## src/rtl/fp8_skew_feeder.sv

```systemverilog
// fp8_skew_feeder: edge feeder for the FP8 E4M3 systolic array.
// Accepts one N-lane vector per cycle, skews lane i by i extra cycles,
// injects a per-lane tile clear, flushes skew + PE latency after the last
// vector and pulses tile_done when the PE results are stable.
module fp8_skew_feeder #(
  parameter int N           = 4,
  parameter int FLUSH_EXTRA = 2,
  parameter int CNT_W       = 16
) (
  input  logic             clk,
  input  logic             rst,
  input  logic             in_valid,
  output logic             in_ready,
  input  logic [N*8-1:0]   in_data,
  input  logic             in_last,
  output logic [N*8-1:0]   lane_out,
  output logic [N-1:0]     clear_out,
  output logic             busy,
  output logic             tile_done,
  output logic [CNT_W-1:0] tile_len
);

  typedef enum logic [1:0] {
    IDLE   = 2'd0,
    STREAM = 2'd1,
    FLUSH  = 2'd2
  } state_t;

  // FLUSH lasts N-1+FLUSH_EXTRA cycles so tile_done lands N+FLUSH_EXTRA
  // cycles after the last accept; the counter is loaded one below that
  // because the cycle in which it reads 0 is the final FLUSH cycle.
  localparam int FLUSH_CYCLES = N - 1 + FLUSH_EXTRA;
  localparam int FLUSH_LOAD_I = (FLUSH_CYCLES > 0) ? FLUSH_CYCLES - 1 : 0;
  localparam int FCNT_W       = (FLUSH_LOAD_I > 0) ? $clog2(FLUSH_LOAD_I + 1) : 1;
  localparam logic [FCNT_W-1:0] FLUSH_LOAD = FCNT_W'(FLUSH_LOAD_I);
  localparam logic [CNT_W-1:0]  CNT_ONE    = CNT_W'(1);
  localparam logic [CNT_W-1:0]  CNT_MAX    = {CNT_W{1'b1}};

  state_t              state_q, state_d;
  logic [CNT_W-1:0]    cnt_q, cnt_d;
  logic [CNT_W-1:0]    len_q, len_d;
  logic [FCNT_W-1:0]   flush_q, flush_d;
  logic                done_q, done_d;
  logic [N-1:0]        clr_q;
  logic                accept;
  logic                first_acc;
  logic [CNT_W-1:0]    cnt_inc;

  // Next-state, counters and handshake derived from the current state.
  always_comb begin
    state_d   = state_q;
    cnt_d     = cnt_q;
    len_d     = len_q;
    flush_d   = flush_q;
    done_d    = 1'b0;
    first_acc = 1'b0;
    in_ready  = (state_q != FLUSH);
    busy      = (state_q != IDLE);
    accept    = in_valid & in_ready;
    cnt_inc   = (cnt_q == CNT_MAX) ? cnt_q : cnt_q + CNT_ONE;
    case (state_q)
      IDLE: begin
        if (accept) begin
          first_acc = 1'b1;
          cnt_d     = CNT_ONE;
          if (in_last) begin
            state_d = FLUSH;
            flush_d = FLUSH_LOAD;
            len_d   = CNT_ONE;
          end else begin
            state_d = STREAM;
          end
        end
      end
      STREAM: begin
        if (accept) begin
          cnt_d = cnt_inc;
          if (in_last) begin
            state_d = FLUSH;
            flush_d = FLUSH_LOAD;
            len_d   = cnt_inc;
          end
        end
      end
      FLUSH: begin
        if (flush_q == '0) begin
          state_d = IDLE;
          done_d  = 1'b1;
        end else begin
          flush_d = flush_q - FCNT_W'(1);
        end
      end
      default: state_d = IDLE;
    endcase
  end

  // Control state registers; reset drops any tile in progress.
  always_ff @(posedge clk or posedge rst) begin
    if (rst) begin
      state_q <= IDLE;
      cnt_q   <= '0;
      len_q   <= '0;
      flush_q <= '0;
      done_q  <= 1'b0;
    end else begin
      state_q <= state_d;
      cnt_q   <= cnt_d;
      len_q   <= len_d;
      flush_q <= flush_d;
      done_q  <= done_d;
    end
  end

  // Clear chain: stage i feeds lane i, so each clear meets element 0 of its lane.
  always_ff @(posedge clk or posedge rst) begin
    if (rst) begin
      clr_q <= '0;
    end else begin
      for (int k = N - 1; k > 0; k--) begin
        clr_q[k] <= clr_q[k-1];
      end
      clr_q[0] <= first_acc;
    end
  end

  // Per-lane delay line of 1+gi stages; bubbles enter as FP8 zero.
  for (genvar gi = 0; gi < N; gi++) begin : g_lane
    logic [7:0] stage_q [0:gi];

    // Shift the lane's data one stage per cycle.
    always_ff @(posedge clk or posedge rst) begin
      if (rst) begin
        for (int k = 0; k <= gi; k++) begin
          stage_q[k] <= 8'h00;
        end
      end else begin
        stage_q[0] <= accept ? in_data[8*gi +: 8] : 8'h00;
        for (int k = 1; k <= gi; k++) begin
          stage_q[k] <= stage_q[k-1];
        end
      end
    end

    assign lane_out[8*gi +: 8] = stage_q[gi];
  end

  assign clear_out = clr_q;
  assign tile_done = done_q;
  assign tile_len  = len_q;

endmodule

```

## config.mk

```make
export PLATFORM = sky130hd
export DESIGN_NAME = fp8_skew_feeder
export DESIGN_NICKNAME = d
export VERILOG_FILES = /design/src/rtl/fp8_skew_feeder.sv
export SDC_FILE = /design/constraint.sdc
export NUM_CORES = 1
export LEC_CHECK = 0
export BUFFER_PORTS_ARGS = -buffer_cell sky130_fd_sc_hd__buf_2
export CAP_MARGIN = 0
export CORE_MARGIN = 3
export CORE_UTILIZATION = 30
export CTS_CLUSTER_SIZE = 40
export DETAILED_ROUTE_END_ITERATION = 7
export PLACE_DENSITY = 0.54
export SYNTH_ARGS = -nofsm -noshare
export SYNTH_HDL_FRONTEND = slang
export SYNTH_SLANG_ARGS = --single-unit
```

## constraint.sdc

```tcl
create_clock -name clk -period 4 [get_ports clk]
set_clock_uncertainty 0.05 [all_clocks]
set_input_delay 0.2 -clock clk [delete_from_list [all_inputs] [get_ports clk]]
set_output_delay 0.2 -clock clk [all_outputs]
set_load 0.01 [all_outputs]
```

# Word-level counts from Yosys, hierarchy flattened
# Index checks and enable logic that the tools add are counted.
# word_totals
ff_bits	122
inputBits	36
output_inout_bits	55
wordCells	68
# op_classes
addsub	2
n_eq_ne	12
muxes	27
bitwise	1
reduce_logical	10
# ops
cell	count
$mux W16	7
$pmux W16 S2	2
$mux W8	4
$add A16 B1 Y16 const B	1
$eq A16 B16 Y1 const B	1
$ne A2 B2 Y1 const B	7
$mux W2	5
$mux W3	3
$reduce_and A4 Y1	2
$pmux W2 S3	1
$pmux W3 S2	1
$reduce_bool A2 Y1	3
$reduce_and A5 Y1	1
$mux W1	4
$ne A2 B1 Y1 const B	2
$logic_not A3 Y1	1
$reduce_and A3 Y1	1
$sub A3 B1 Y3 const B	1
$eq A2 B1 Y1 const B	1
$eq A2 B2 Y1 const B	1
$logic_not A2 Y1	1
$reduce_or A2 Y1	1
$and A1 B1 Y1	1

# Logic depth before layout (Yosys ltp)
# logic_depth
word_depth	5
mapped_depth	8
depth_no_buf	6

# Least setup slack after synthesis
# No wires, ideal clock.
# synth_timing
path_type	reg2reg
from	register cnt_q[0]
to	register len_q[12], in the netlist tile_len[12]
setup_ns	0.137
arrival_ns	1.559
required_time_ns	3.813
slack_ns	2.254
stages_incl_launch_ff	6
path_buffers	0
synth_period_minus_slack_ns	1.746
cell_sequence	dfrtp_1 ha_1 and4_2 nand2_1 o41ai_1 o31ai_1
# synth_between
elab_chain_len	5
elab_cells_between_ends	6
classes_between	add/sub: 1; eq/ne: 1; mux: 4
# synth_lines
item	line_no	source
start, declared	40	logic [CNT_W-1:0] cnt_q, cnt_d;
start signal, assigned	107	cnt_q <= cnt_d;
$add A16 B1 Y16 or $eq A16 B16 Y1 (tied branches)	60	cnt_inc = (cnt_q == CNT_MAX) ? cnt_q : cnt_q + CNT_ONE;
$mux W16 (*)	60	
$mux W16 (*)	78	if (in_last) begin
$mux W16 (*)	76	if (accept) begin
$pmux W16 S2 (*)	61	case (state_q)
end signal, assigned	108	len_q <= len_d;
end, declared	41	logic [CNT_W-1:0] len_q, len_d;
# Mark *: on every way between the ends. The rest lies on a longest branch, timed or not. The select of a mux whose other input is x is not followed.
# A chain may end at the register's enable or synchronous reset.

# Final worst setup path
# layout_timing
from	register state_q[1]
to	register len_q[14], in the netlist tile_len[14]
# layout_between
elab_chain_len	4
elab_cells_between_ends	11
classes_between	eq/ne: 6; mux: 1; bitwise: 1; reduce/logical: 3
# layout_lines
item	line_no	source
start, declared	39	state_t state_q, state_d;
start signal, assigned	106	state_q <= state_d;
$ne A2 B2 Y1	57	in_ready = (state_q != FLUSH);
$and A1 B1 Y1	59	accept = in_valid & in_ready;
$ne A2 B2 Y1 (no line)	n/a	
$reduce_and A5 Y1 (no line)	n/a	
# Several ways; a longest one is shown, not always the timed one.

==> impl_metrics.toml <==
[route]
drc_errors = 0
via_count = 3049
drt_first_pass_iters = 4
wl_per_cell_um = 14.76
ant_nets = 0
finalWirelength_um = 9813
drt_iter0_drc = 168
vias_per_cell = 4.585

[timing]
min_period_ps = 2297
finalSetupTns_ps = 0
period_share_pct = 57.42
rsz0062_at_grt = "no"
fmax_ghz = 0.4354
worst_slew_pin_slew_ps = 1176
hold_viol = 0
slew_violations = 0
relSlewSlack_pct = 21.60
fin_hold_ws_ps = 22.23
finalSetupViolations = 0

[worst_setup_path]
required_ps = 4250
rr_worst_depth = 3
path_cells = "nor2b_1 > nand2_1 > a22o_1"
cp.arrival_ps = 2540
rr_endpoint = "tile_len[14]"
max_stage_delay_ps = 650
worstSetupPathDepth = 3
start_kind = "flop"
crit_family = "simple AND/OR/NAND/NOR gates"
path_class = "flop to flop"
slowest_stage = "nand2_1"
reg2reg_slack_ps = 1700
worstPathMaxFanout = 19
reg2reg_from = "state_q[1]"
path_buf_inv = 0
crit_path_end_kind = "flop"

[clocking]
cts_buffer_depth = 2
clock-sinks = 122
clk_pin_slew_ps = 50
cts-root-buf = "clkbuf_16"
htree_levels = 4
cts_hold_buf = 32
numCtsBuffers = 17
cts_resized = 0
cts_tree = "built"
cts_setup_buffers = 0
clk-insertion-delay-late_ps = 410

[yosys]
async_reset_ff_share_pct = 100.0
syn_avg_cell_area_um2 = 12.49
yosysWarnings = 0
synth_flop_cell = "dfrtp_1"
syn_area_mm2 = 0.004597
synth_cell_types = 54
yosysSeqAreaShare_pct = 66.41
synth_edf_count = 0
ys_seq_elements = 122
synth_nets = 407
synthCells = 368

[finish]
diodes = 0
area_growth_syn_to_layout_pct = 30.29
drive_gt1_share_pct = 29.31
final_common_cell = "dfrtp_1"
layout_common_cells = "dfrtp_1 (122), buf_2 (90), and3_1 (33), dlygate4sd3_1 (33), nand2_1 (31)"
layout.nets = 507
fin_util_pct = 40.60

[global_route]
grt_pass1_vias = 3039
grt_overflow_total = 0
grt_pass1_wl_um = 15720
antenna_found_initial = 0
grt_max_degree = 69
grt_use_total_pct = 12.30

[die]
start_util_pct = 31.16
core_region_area_mm2 = 0.01475
io_pins = 91
die_area_mm2 = 0.01684
die_height_um = 129.8
dieWidth_um = 129.8
fp-row-count = 44

[place]
dp_hpwl_um = 6360
routabilityCongestion = 0.8498
port_buffers = 90

[hold_path]
hp-class = "primary input to flop"
whs_path_depth = 2
hp-start = "in_data[28]"
min_to = "g_lane[3].stage_q[28]"

[outcome]
outcome = "completed"

[pwr]
vdd_ir_drop_max_mv = 0.3031
power_density_mw_per_mm2 = 640.3
p_leak_uw = 0.003024
power_uw = 3835

[flow_run]
cap_violations = 0
## metrics by stage
step,cell area (um^2),std cells,setup slack (ps)
floorplan,4597,368,507.5
global placement,5014,600,1567
detailed placement,5014,600,1462
CTS,5979,664,1665
global route,5989,665,1421
finish,5989,665,1703
## power breakdown
part / total (uW) / switching, uW / internal, uW
clock network: 1640 / 534 / 1110
logic: 608 / 359 / 249
registers: 1590 / 140 / 1450
total: 3830 / 1030 / 2800
## kinds of logic after synthesis
group           after synthesis  share of synthesized area, %
xor+xnor                     12                         2.450
simple gates                125                         15.79
compound gates               56                         7.703
fa+ha+maj                     3                        0.8166
flops                       122                         66.41
mux                           1                        0.2178
buf+inv                      49                         6.614
## sequential cells by signal, indices dropped and copies added, names as in the netlist
register	cells
g_lane.stage_q	56
lane_out	24
cnt_q	16
tile_len	16
clear_out	4
flush_q	3
state_q	2
tile_done	1
## layer usage
layer	GRT usage [%]	wire length (um)	vias up
met2	19.35	4852	89
met5	0	0	-
li1	-	-	1445
met3	5.239	560	10
met4	4.401	143	0
met1	15.21	4256	1505
## worst reg2reg max path: stages (launching register included)
cell and delay, ps:
dfrtp_1 440, nor2b_1 620, nand2_1 650, a22o_1 420
## synthesized netlist by cell type, drive strengths merged (4+ instances only)
cell type / instances / share of area (%)
nor2: 15 / 1.2
inv: 4 / 0.33
dfrtp: 122 / 66
buf: 34 / 5.4
and3: 33 / 4.5
a21oi: 11 / 1.2
clkbuf: 11 / 0.90
o31ai: 4 / 0.65
nand4: 6 / 1.3
o21ai: 20 / 2.2
a31oi: 4 / 0.54
nor3: 4 / 0.54
nand3: 13 / 1.6
xor2: 10 / 1.9
nand2b: 5 / 0.68
nand2: 32 / 2.8
and4: 4 / 0.84
## final cells by class
class | instances | area [um^2]
sequential | 122 | 3053
inverter | 4 | 17.52
tap | 184 | 230.2
multi-input combinational | 197 | 1240
fill | 1405 | 8765
clock buffer | 21 | 480.5
timing repair buffer | 126 | 803.3
clock inverter | 11 | 165.2
## how the worst max path moves through the flow
stage	end	slack (ps)	start
final	tile_len[14]	1700	state_q[1]
after global routing	tile_len[4]	1420	state_q[1]
after CTS	tile_len[4]	1660	state_q[1]
after detailed placement	tile_len[14]	1460	in_valid
after global placement	tile_len[14]	1570	in_valid
after floorplan	clear_out[0]	510	rst
(Power assumes the default switching activity.)
